$ cat src/rtl/simple_bus_master_if.sv
// Command/response and bus signals of simple_bus_master, grouped for port connection.
// master = the bus-master block's view, slave = the client/slave environment's view.
interface simple_bus_master_if;
    localparam int unsigned AW = 32;
    localparam int unsigned DW = 32;

    logic          iCMD_VALID;
    logic          oCMD_READY;
    logic          iCMD_WE;
    logic [AW-1:0] iCMD_ADR;
    logic [DW-1:0] iCMD_DAT;
    logic          oRSP_VALID;
    logic          iRSP_READY;
    logic [DW-1:0] oRSP_DAT;
    logic          oRSP_ERR;
    logic [AW-1:0] oADR;
    logic [DW-1:0] oDAT;
    logic [DW-1:0] iDAT;
    logic          oWE;
    logic          oSTB;
    logic          iACK;
    logic          oBUSY;

    modport master (
        input  iCMD_VALID, iCMD_WE, iCMD_ADR, iCMD_DAT, iRSP_READY, iDAT, iACK,
        output oCMD_READY, oRSP_VALID, oRSP_DAT, oRSP_ERR, oADR, oDAT, oWE, oSTB, oBUSY
    );

    modport slave (
        output iCMD_VALID, iCMD_WE, iCMD_ADR, iCMD_DAT, iRSP_READY, iDAT, iACK,
        input  oCMD_READY, oRSP_VALID, oRSP_DAT, oRSP_ERR, oADR, oDAT, oWE, oSTB, oBUSY
    );
endinterface

$ cat src/rtl/simple_bus_master.sv
// Single-transaction strobe/ack bus master: IDLE -> BUS -> RESP.
// Optional strobe timeout enabled by defining SIMPLE_BUS_MASTER_TIMEOUT_EN.
module simple_bus_master #(
    parameter int unsigned TIMEOUT_CYCLES = 16
) (
    input  logic                 iCLK,
    input  logic                 iRST,
    simple_bus_master_if.master  bus
);
    localparam int unsigned AW = 32;
    localparam int unsigned DW = 32;

    typedef enum logic [1:0] {
        S_IDLE,
        S_BUS,
        S_RESP
    } state_e;

    if (TIMEOUT_CYCLES == 0 || TIMEOUT_CYCLES > 255) begin : g_bad_timeout
        $error("simple_bus_master: TIMEOUT_CYCLES must be in 1..255");
    end

    state_e        state_q, state_d;
    logic [AW-1:0] adr_q, adr_d;
    logic [DW-1:0] dat_q, dat_d;
    logic          we_q, we_d;
    logic          stb_q, stb_d;
    logic          rsp_valid_q, rsp_valid_d;
    logic [DW-1:0] rsp_dat_q, rsp_dat_d;

`ifdef SIMPLE_BUS_MASTER_TIMEOUT_EN
    localparam int unsigned CNT_W = 8;
    localparam logic [CNT_W-1:0] TIMEOUT_LAST = CNT_W'(TIMEOUT_CYCLES - 1);

    logic [CNT_W-1:0] cnt_q, cnt_d;
    logic             rsp_err_q, rsp_err_d;
`endif

    // Next-state and next-output decode
    always_comb begin
        state_d     = state_q;
        adr_d       = adr_q;
        dat_d       = dat_q;
        we_d        = we_q;
        stb_d       = stb_q;
        rsp_valid_d = rsp_valid_q;
        rsp_dat_d   = rsp_dat_q;
`ifdef SIMPLE_BUS_MASTER_TIMEOUT_EN
        cnt_d       = cnt_q;
        rsp_err_d   = rsp_err_q;
`endif
        case (state_q)
            S_IDLE: begin
                if (bus.iCMD_VALID) begin
                    state_d = S_BUS;
                    adr_d   = bus.iCMD_ADR;
                    dat_d   = bus.iCMD_WE ? bus.iCMD_DAT : '0;
                    we_d    = bus.iCMD_WE;
                    stb_d   = 1'b1;
`ifdef SIMPLE_BUS_MASTER_TIMEOUT_EN
                    cnt_d   = '0;
`endif
                end
            end
            S_BUS: begin
                // ACK is checked first so it wins over a timeout on the same edge
                if (bus.iACK) begin
                    state_d     = S_RESP;
                    stb_d       = 1'b0;
                    rsp_valid_d = 1'b1;
                    rsp_dat_d   = we_q ? '0 : bus.iDAT;
`ifdef SIMPLE_BUS_MASTER_TIMEOUT_EN
                    rsp_err_d   = 1'b0;
                end else begin
                    cnt_d = cnt_q + CNT_W'(1);
                    if (cnt_q == TIMEOUT_LAST) begin
                        state_d     = S_RESP;
                        stb_d       = 1'b0;
                        rsp_valid_d = 1'b1;
                        rsp_dat_d   = '0;
                        rsp_err_d   = 1'b1;
                    end
`endif
                end
            end
            S_RESP: begin
                if (bus.iRSP_READY) begin
                    state_d     = S_IDLE;
                    rsp_valid_d = 1'b0;
                end
            end
            default: begin
                state_d     = S_IDLE;
                stb_d       = 1'b0;
                rsp_valid_d = 1'b0;
            end
        endcase
    end

    // State and output registers; reset discards any transaction in flight
    always_ff @(posedge iCLK or posedge iRST) begin
        if (iRST) begin
            state_q     <= S_IDLE;
            adr_q       <= '0;
            dat_q       <= '0;
            we_q        <= 1'b0;
            stb_q       <= 1'b0;
            rsp_valid_q <= 1'b0;
            rsp_dat_q   <= '0;
`ifdef SIMPLE_BUS_MASTER_TIMEOUT_EN
            cnt_q       <= '0;
            rsp_err_q   <= 1'b0;
`endif
        end else begin
            state_q     <= state_d;
            adr_q       <= adr_d;
            dat_q       <= dat_d;
            we_q        <= we_d;
            stb_q       <= stb_d;
            rsp_valid_q <= rsp_valid_d;
            rsp_dat_q   <= rsp_dat_d;
`ifdef SIMPLE_BUS_MASTER_TIMEOUT_EN
            cnt_q       <= cnt_d;
            rsp_err_q   <= rsp_err_d;
`endif
        end
    end

    // READY/BUSY decode from state only; READY is also masked while reset is held
    assign bus.oCMD_READY = (state_q == S_IDLE) && !iRST;
    assign bus.oBUSY      = (state_q != S_IDLE);
    assign bus.oSTB       = stb_q;
    assign bus.oADR       = adr_q;
    assign bus.oDAT       = dat_q;
    assign bus.oWE        = we_q;
    assign bus.oRSP_VALID = rsp_valid_q;
    assign bus.oRSP_DAT   = rsp_dat_q;
`ifdef SIMPLE_BUS_MASTER_TIMEOUT_EN
    assign bus.oRSP_ERR   = rsp_err_q;
`else
    assign bus.oRSP_ERR   = 1'b0;
`endif

endmodule
$ cat src/flat_wrapper.sv
// flat-port wrapper written by rule: the top's interface ports become plain ports
module simple_bus_master_flat 
#(
    parameter int unsigned TIMEOUT_CYCLES = 16
)
  (iCLK, iRST, bus_iCMD_VALID, bus_iCMD_WE, bus_iCMD_ADR, bus_iCMD_DAT, bus_iRSP_READY, bus_iDAT, bus_iACK, bus_oCMD_READY, bus_oRSP_VALID, bus_oRSP_DAT, bus_oRSP_ERR, bus_oADR, bus_oDAT, bus_oWE, bus_oSTB, bus_oBUSY);
  simple_bus_master_if bus_i ();
  input  logic iCLK;
  input  logic iRST;
  input wire logic [$bits(bus_i.iCMD_VALID)-1:0] bus_iCMD_VALID;
  input wire logic [$bits(bus_i.iCMD_WE)-1:0] bus_iCMD_WE;
  input wire logic [$bits(bus_i.iCMD_ADR)-1:0] bus_iCMD_ADR;
  input wire logic [$bits(bus_i.iCMD_DAT)-1:0] bus_iCMD_DAT;
  input wire logic [$bits(bus_i.iRSP_READY)-1:0] bus_iRSP_READY;
  input wire logic [$bits(bus_i.iDAT)-1:0] bus_iDAT;
  input wire logic [$bits(bus_i.iACK)-1:0] bus_iACK;
  output wire logic [$bits(bus_i.oCMD_READY)-1:0] bus_oCMD_READY;
  output wire logic [$bits(bus_i.oRSP_VALID)-1:0] bus_oRSP_VALID;
  output wire logic [$bits(bus_i.oRSP_DAT)-1:0] bus_oRSP_DAT;
  output wire logic [$bits(bus_i.oRSP_ERR)-1:0] bus_oRSP_ERR;
  output wire logic [$bits(bus_i.oADR)-1:0] bus_oADR;
  output wire logic [$bits(bus_i.oDAT)-1:0] bus_oDAT;
  output wire logic [$bits(bus_i.oWE)-1:0] bus_oWE;
  output wire logic [$bits(bus_i.oSTB)-1:0] bus_oSTB;
  output wire logic [$bits(bus_i.oBUSY)-1:0] bus_oBUSY;
  assign bus_i.iCMD_VALID = bus_iCMD_VALID;
  assign bus_i.iCMD_WE = bus_iCMD_WE;
  assign bus_i.iCMD_ADR = bus_iCMD_ADR;
  assign bus_i.iCMD_DAT = bus_iCMD_DAT;
  assign bus_i.iRSP_READY = bus_iRSP_READY;
  assign bus_i.iDAT = bus_iDAT;
  assign bus_i.iACK = bus_iACK;
  assign bus_oCMD_READY = bus_i.oCMD_READY;
  assign bus_oRSP_VALID = bus_i.oRSP_VALID;
  assign bus_oRSP_DAT = bus_i.oRSP_DAT;
  assign bus_oRSP_ERR = bus_i.oRSP_ERR;
  assign bus_oADR = bus_i.oADR;
  assign bus_oDAT = bus_i.oDAT;
  assign bus_oWE = bus_i.oWE;
  assign bus_oSTB = bus_i.oSTB;
  assign bus_oBUSY = bus_i.oBUSY;
  simple_bus_master #(.TIMEOUT_CYCLES(TIMEOUT_CYCLES)) u_core (.iCLK(iCLK), .iRST(iRST), .bus(bus_i));
endmodule
$ cat config.mk
export PLATFORM = sky130hd
export DESIGN_NAME = simple_bus_master_flat
export DESIGN_NICKNAME = d
export VERILOG_FILES = /design/src/rtl/simple_bus_master_if.sv /design/src/rtl/simple_bus_master.sv /design/src/flat_wrapper.sv
export SDC_FILE = /design/constraint.sdc
export NUM_CORES = 1
export LEC_CHECK = 0
export ABC_AREA = 0
export BUFFER_PORTS_ARGS = -buffer_cell sky130_fd_sc_hd__buf_4
export CAP_MARGIN = 25
export CORE_UTILIZATION = 46
export DETAILED_ROUTE_END_ITERATION = 10
export GPL_TIMING_DRIVEN = 0
export PLACE_DENSITY = 0.79
export SLEW_MARGIN = 20
export SYNTH_ARGS = -nofsm -noshare
export SYNTH_HDL_FRONTEND = slang
export SYNTH_SLANG_ARGS = --single-unit
$ cat constraint.sdc
create_clock -name iCLK -period 3.6 [get_ports iCLK]
set_input_delay 0 -clock iCLK [delete_from_list [all_inputs] [get_ports iCLK]]
set_output_delay 0 -clock iCLK [all_outputs]
set_load 0.01 [all_outputs]
* Yosys cells after proc, flatten, opt, wreduce, memory -nomap -nowiden
Cells that the tools add are included.
** Cells by class
- Add/sub/neg operators :: 0
- $mul :: 0
- Div/mod/pow operators :: 0
- Order comparisons :: 0
- Equality and inequality tests :: 5
- Shifts and indexed selects :: 0
- Mux-type cells :: 12
- Bitwise logic cells :: 2
- Reductions and logical operators :: 9
** Operator list (count)
- $mux W32 :: 2
- $reduce_and A3 Y1 :: 3
- $mux W2 :: 3
- $ne A2 B2 Y1 const B :: 3
- $pmux W1 S3 :: 2
- $pmux W2 S3 :: 1
- $mux W1 :: 4
- $reduce_and A2 Y1 :: 2
- $eq A2 B1 Y1 const B :: 1
- $eq A2 B2 Y1 const B :: 1
- $logic_not A2 Y1 :: 1
- $not A1 Y1 :: 2
- $reduce_bool A2 Y1 :: 1
- $logic_and A1 B1 Y1 :: 1
- $logic_not A1 Y1 :: 1
** Storage, ports and cells
- Register bits :: 101
- Latch bits :: 0
- Bits in writable memories :: 0
- ROM bits :: 0
- Output and inout bits :: 102
- Memories :: 0

* Logic depth before layout (Yosys ltp)
Gate-level depths: netlist (run 1).
- Word-level depth :: 3
- Depth in mapped cells :: 7

* Worst setup path before layout (run 1)
No wires, ideal clock.
- Path type :: flip-flop to flip-flop
- Start :: reg u_core.state_q[0]
- End :: reg u_core.adr_q[0], in the netlist u_core.bus.oADR[0]
- Arrival :: 1.425 ns
- Path slack :: 2.050 ns
- Cell stages (with the launch flop) :: 6
- Clock period less this slack :: 1.550 ns
- Cell sequence :: dfrtp_1 > buf_6 > or3b_1 > buf_6 > buf_6 > mux2_4
** On the way
- Cells in the longest elaborated chain, start to end :: 2
** Ends and longest elaborated chain
- start: declaration :: line simple_bus_master.sv:23 : state_e state_q, state_d;
- start signal: assignment :: line simple_bus_master.sv:115 : state_q <= state_d;
- $logic_not A2 Y1 :: line simple_bus_master.sv:52 : case (state_q)
- $reduce_and A2 Y1 (no line)
- end signal: assignment :: line simple_bus_master.sv:116 : adr_q <= adr_d;
- end: declaration :: line simple_bus_master.sv:24 : logic [AW-1:0] adr_q, adr_d;
Every way passes these cells.
A chain may end at the register's enable or synchronous reset.

* Worst setup path after layout (run 1)
- Start :: reg u_core.state_q[0]
- End :: reg u_core.rsp_dat_q[24], in the netlist u_core.bus.oRSP_DAT[24]
** On the way
- Cells in the longest elaborated chain, start to end :: 2
** Ends and longest elaborated chain
- $eq A2 B1 Y1 :: line simple_bus_master.sv:52
- $reduce_and A2 Y1 (no line)
- end signal: assignment :: line simple_bus_master.sv:121 : rsp_dat_q <= rsp_dat_d;
- end: declaration :: line simple_bus_master.sv:29 : logic [DW-1:0] rsp_dat_q, rsp_dat_d;
Every way passes these cells.

==> results of run 1 <==
==> through the flow <==
stage	setup TNS [ps]	power, W	instances	instance area [um^2]
finish	0	0.00533	797	7070
global route	0	0.00564	797	7070
CTS	0	0.00526	797	7070
detailed placement	0	0.00439	681	5840
global placement	-8140	0.00429	680	5810
floorplan	0	0.00319	371	4170
==> cell usage after synthesis <==
library cell	instances
nor2_1	4
or3b_1	1
nand2b_1	32
clkbuf_1	17
o21ai_0	66
nand3b_1	1
nand2_1	98
or2_2	1
buf_4	1
o31ai_1	1
inv_1	2
a211oi_1	1
a21oi_1	2
mux2_4	33
buf_6	9
conb_1	1
dfrtp_1	101
==> logic make-up after synthesis <==
group,share of synthesized area (%)
mux,11.9
simple gates,14.5
buf+inv,4.32
flops,60.6
compound gates,8.53
other cells,0.0900
==> per-layer routing <==
layer	up-vias	routed length, um	global-route usage (%)
met2	177	6700	49.5
met4	0	560	14.7
met5	-	0	0
met3	44	769	6.19
li1	1828	-	-
met1	1902	5060	33.4
==> worst reg2reg max path, stage by stage, from the launching register on <==
cell      delay [ps]
dfrtp_1          380
buf_6            130
nand3b_1         110
clkbuf_1         320
clkbuf_1         400
nand2_1          130
o21ai_0          110
==> layout make-up <==
cell class / count / area, um^2
Timing Repair Buffer: 303 / 2550
Sequential cell: 101 / 2530
Fill cell: 475 / 1690
Multi-Input combinational cell: 241 / 1460
Clock buffer: 13 / 179
Buffer: 27 / 173
Tap cell: 108 / 135
Clock inverter: 2 / 38.8
Inverter: 2 / 12.5
==> path summary, 6_finish.rpt <==
| path | from | end | slack (ps) | depth (start not counted) |
|---|---|---|---|---|
| max in group asynchronous | iRST | u_core.bus.oDAT[19]$_DFFE_PP0P_ | 2820 | 4 |
| max | u_core.state_q[0]$_DFFE_PP0P_ | u_core.bus.oRSP_DAT[24]$_DFFE_PP0P_ | 1940 | 6 |
| min reg2reg | u_core.bus.oDAT[22]$_DFFE_PP0P_ | u_core.bus.oDAT[22]$_DFFE_PP0P_ | 490 | 2 |
| max reg2reg | u_core.state_q[0]$_DFFE_PP0P_ | u_core.bus.oRSP_DAT[24]$_DFFE_PP0P_ | 1940 | 6 |
| min | bus_iCMD_WE | u_core.bus.oDAT[23]$_DFFE_PP0P_ | 20 | 3 |
| min in group asynchronous | iRST | u_core.bus.oRSP_DAT[14]$_DFFE_PP0P_ | 140 | 3 |
==> power groups by stage <==
| stage | combinational [W] | clock, W | sequential, W |
|---|---|---|---|
| 6_report | 0.00253 | 0.000772 | 0.00202 |
| 5_1_grt | 0.00272 | 0.000834 | 0.00208 |
| 4_1_cts | 0.00248 | 0.000783 | 0.00199 |
| 3_5_place_dp | 0.00238 | 0 | 0.00200 |
| 3_3_place_gp | 0.00231 | 0 | 0.00198 |
| 2_1_floorplan | 0.000982 | 0 | 0.00221 |
==> state kept, by name (all words and copies together), names as in the netlist <==
signal                 cells
u_core.bus.oDAT           32
u_core.bus.oSTB            1
u_core.bus.oRSP_VALID      1
u_core.bus.oWE             1
u_core.state_q             2
u_core.bus.oADR           32
u_core.bus.oRSP_DAT       32
==> what timing repair did <==
| item | CTS | global route |
|---|---|---|
| hold buffers | 101 | 0 |
| endpoints found under the setup margin | 0 | 0 |
| hold endpoints to repair | 201 | 0 |
==> qor.csv, run 1 <==
metric,value,unit
fin worst setup slack,1940,ps
"Clk pin slew, worst setup/hold paths",90,ps
Buf/Inv on CP,3,
Final Hold Fails,0,
Critical Path Source Type,flop,
setup bufs post-CTS,0,
# H-tree levels,3,
routed len/inst,16.4,um
RSZ-0062 raised after global routing,no,
crit path kind,flop to flop,
"Seq/Total Area, Yosys",60.6,%
vias in the first global route,4191,
Final Slew Violations,0,
GRT Overall Usage,28.6,%
critical path required time,3850,ps
Rows,34,
clock sinks,101,
"slowest stage delay, CP",400,ps
"Cell Chain, Critical Path","buf_6, nand3b_1, clkbuf_1, clkbuf_1, nand2_1, o21ai_0",
Leak,3.57,nW
Synth area leader,dfrtp_1,
most frequent cells in the layout,"buf_4 (202), dlygate4sd3_1 (101), dfrtp_1 (101)",
Vias/cell,4.96,
Reg power frac,37.9,%
Final setup viols,0,
Max Buffers Root-to-Sink,2,
Yosys cell types,17,
PortBufs,201,
Post-Syn Area,0.00417,mm^2
worst hold-check path type,primary input to flop,
#FFs+latches synth,101,
share of layout cells above drive strength 1,38.0,%
syn nets,473,
routed via count,3951,
arrival time at the worst endpoint,1910,ps
P_sw,0.00186,W
drt total wl,13.1,mm
I/O pins,204,
Mapped Avg Cell Area,11.2,um^2
Starting Density,47.6,%
Synth top area share,60.6,%
status,"finished, final reports clean",
Placement Setup Slack,1970,ps
post-route ant nets,0,
post-DP HPWL,7.52,mm
clock share of power,14.5,%
clk_lat worst skew,340,ps
DRT iter0 DRCs,171,
clk_skew,15.6,ps
area of the die,0.00944,mm^2
drt first pass iters,4,
first-pass GRT wire length,21.2,mm
cells after synthesis,371,
GPL Wtd Cong,0.796,
cell mode on critical path,clkbuf_1,
pin count of the biggest net entering global routing,86,
final core utilization,80.7,%
CP max stage cell,clkbuf_1,
ANT cells,0,
final hold slack,19.1,ps
Int Power,0.00346,W
pwr/cell area,753,mW/mm^2
Tcrit/Tclk final,46.1,%
antenna violations before repair,0,
crit path max fanout,10,
critical path's top delay family,buffers and inverters,
die width,97.2,um
root cell of the clock tree,clkbuf_8,
total CTS buffers,9,
"most common cell after layout, fill and taps aside",buf_4,
Synth area leaders,"dfrtp_1 (61%), mux2_4 (12%), nand2_1 (8.8%)",
fin crit period,1660,ps
sw frac,35.0,%
Layout area overhead,69.7,%
core area,0.00876,mm^2
drt drc,0,
Comb pwr share,47.6,%
Peak VDD IR,0.436,mV
Max Fclk,602,MHz
Die H,97.2,um
Syn. warnings,0,
Nets,787,
max_cap viols,0,
# resized after CTS,0,
CTS tree,built,
crit end category,flop,
gr ovfl total,0,
Note: power is estimated with default switching activity, not from simulation.
==> run 2: changes to the inputs <==
Settings changed: ABC_AREA 0 to 1, CORE_UTILIZATION 46 to 45, PLACE_DENSITY 0.79 to 0.78.
Clock period 3.6 ns to 1.68 ns, I/O delays scaled along.
==> qor.csv, run 2 <==
metric,value,unit,change
# H-tree levels,3,,unchanged
Starting Density,46.2,%,-1.3 points
Max Buffers Root-to-Sink,2,,unchanged
gr ovfl total,0,,unchanged
pin count of the biggest net entering global routing,30,,-65%
ANT cells,0,,unchanged
cells after synthesis,444,,+20%
root cell of the clock tree,clkbuf_8,,
Post-Syn Area,0.00399,mm^2,-4.2%
Syn. warnings,0,,unchanged
Synth area leader,dfrtp_1,,
GPL Wtd Cong,0.792,,-0.45%
Synth top area share,63.3,%,+2.6 points
Layout Cells excl Fill,872,,+9.4%
critical path required time,1940,ps,-1910 ps
PortBufs,201,,unchanged
setup bufs post-CTS,0,,unchanged
routed len/inst,14.5,um,-12%
#FFs+latches synth,101,,unchanged
"most common cell after layout, fill and taps aside",nand2_1,,
Max Fclk,746,MHz,+24%
area of the die,0.00926,mm^2,-2.0%
most frequent cells in the layout,"nand2_1 (233), buf_4 (208), dlygate4sd3_1 (102)",,
Main synth FF type,dfrtp_1,,
"Seq/Total Area, Yosys",63.3,%,+2.6 points
fillers,524,,+10%
Die H,96.2,um,-1.0%
total CTS buffers,9,,unchanged
Total Power,0.0105,W,+97%
vias in the first global route,4134,,-1.4%
drt total wl,12.7,mm,-3.2%
drt drc,0,,unchanged
GRT Overall Usage,27.4,%,-1.2 points
Relative slew margins,57.5,%,
setup TNS,0,ps,unchanged
Peak VDD IR,0.977,mV,+120%
Leak,3.62,nW,+1.5%
first-pass GRT wire length,19.2,mm,-9.4%
syn nets,546,,+15%
final hold slack,18.3,ps,-0.783 ps
I/O pins,204,,unchanged
Nets,863,,+9.7%
Async SR Flop Fraction,100,%,unchanged
DRT iter0 DRCs,181,,+5.8%
Final setup viols,0,,unchanged
most frequent cell after synthesis,nand2_1,,
Mapped Avg Cell Area,9.00,um^2,-20%
Final Slew Violations,0,,unchanged
post-DP HPWL,8.01,mm,+6.5%
Synth area leaders,"dfrtp_1 (63%), nand2_1 (22%), o21ai_0 (6.6%)",,
Yosys cell types,18,,+1
RSZ-0062 raised after global routing,no,,
clk_lat worst skew,360,ps,+20 ps
Tcrit/Tclk final,79.8,%,+34 points
clk_skew,12.7,ps,-2.87 ps
CTS tree,built,,
Final Hold Fails,0,,unchanged
antenna violations before repair,0,,unchanged
"Clk pin slew, worst setup/hold paths",90,ps,about the same
crit end category,flop,,
synth cell count leaders,"nand2_1 (233), dfrtp_1 (101), o21ai_0 (53)",,
core area,0.00864,mm^2,-1.5%
crit path kind,flop to flop,,
Rows,34,,unchanged
worst hold-check path type,primary input to flop,,
Layout area overhead,72.4,%,
share of layout cells above drive strength 1,31.8,%,-6.2 points
arrival time at the worst endpoint,1600,ps,-310 ps
slew at the pin with the worst max-slew slack,636,ps,
placed instance count,756,,+11%
max_cap viols,0,,unchanged
number of hold buffers added after cts,102,,+0.99%
die width,96.2,um,-1.0%
Critical Path Source Type,flop,,
crit path max fanout,10,,unchanged
pwr/cell area,1530,mW/mm^2,+100%
status,"finished, final reports clean",,
Vias/cell,4.82,,-2.7%
drt first pass iters,5,,+1
"EDFF count, synth",0,,unchanged
post-route ant nets,0,,unchanged
routed via count,4204,,+6.4%
clock sinks,101,,unchanged
# resized after CTS,0,,unchanged
fin crit period,1340,ps,-320 ps
-- run 2: changes by cell type after synthesis, sizes merged, moves of 2 or more --
cell    before  now
nand2       98  234
mux2        33    0
nand2b      32    0
buf         10   22
clkbuf      17    6
inv          2    8
nand3        0    3
a21oi        2    0
nor2         4    2
-- run 2: cell type report --
| cell class | instances | area, um^2 | share of cell area (%) |
|---|---|---|---|
| clock buffers | 10 | 128 | 1.85 |
| multi-input cells | 307 | 1260 | 18.3 |
| inverters | 8 | 33.8 | 0.491 |
| clock inverters | 4 | 27.5 | 0.400 |
| flip-flops and latches | 101 | 2530 | 36.7 |
| well taps | 108 | 135 | 1.96 |
| repair buffers | 306 | 2600 | 37.7 |
| plain buffers | 28 | 179 | 2.60 |
-- run 2: critical path, cell delays in order, from the launching register on --
cell and delay [ps]:
dfrtp_1 390, inv_1 170, buf_1 370, nand2_1 100
o21ai_0 210
-- run 2: final timing paths --
kind	depth (start not counted)	endpoint	start	slack [ps]
max in group asynchronous	5	u_core.bus.oADR[19]$_DFFE_PP0P_	iRST	660
worst min register to register	2	u_core.bus.oSTB$_DFFE_PP0P_	u_core.bus.oSTB$_DFFE_PP0P_	480
worst max-delay path	4	u_core.bus.oRSP_DAT[23]$_DFFE_PP0P_	u_core.bus.oWE$_DFFE_PP0P_	340
min in group asynchronous	3	u_core.bus.oRSP_DAT[20]$_DFFE_PP0P_	iRST	300
worst min-delay path	6	u_core.bus.oSTB$_DFFE_PP0P_	bus_iCMD_VALID	20
worst max register to register	4	u_core.bus.oRSP_DAT[23]$_DFFE_PP0P_	u_core.bus.oWE$_DFFE_PP0P_	340
-- run 2: cells by family after synthesis --
logic type / Yosys count / share of synthesized area (%)
other: 1 / 0.0939
flip-flops: 101 / 63.3
buffers and inverters: 36 / 5.23
AO/OA/AOI/OAI: 67 / 8.46
AND/OR/NAND/NOR: 239 / 22.9
-- run 2: per-stage QoR --
step / util, % / area, um^2 / worst slack [ps]
global route: 79.7 / 6890 / 229
floorplan: - / 4000 / 476
detailed placement: 66.1 / 5710 / 361
global placement: 65.3 / 5640 / -172
finish: 79.7 / 6890 / 339
CTS: 79.7 / 6890 / 336
-- run 2: power by group --
part | total, W | internal, W | switching (W)
clock | 0.00133 | 0.000521 | 0.000805
sequential | 0.00423 | 0.00355 | 0.000681
combinational | 0.00495 | 0.00241 | 0.00254
total | 0.0105 | 0.00647 | 0.00403
-- run 2: per-layer routing --
metal	routed length [um]	track usage, %	vias to the layer above
met3	915	6.71	26
met2	6570	47.5	168
met1	4860	31.6	1994
li1	-	-	2016
met5	0	0	-
met4	322	13.4	0
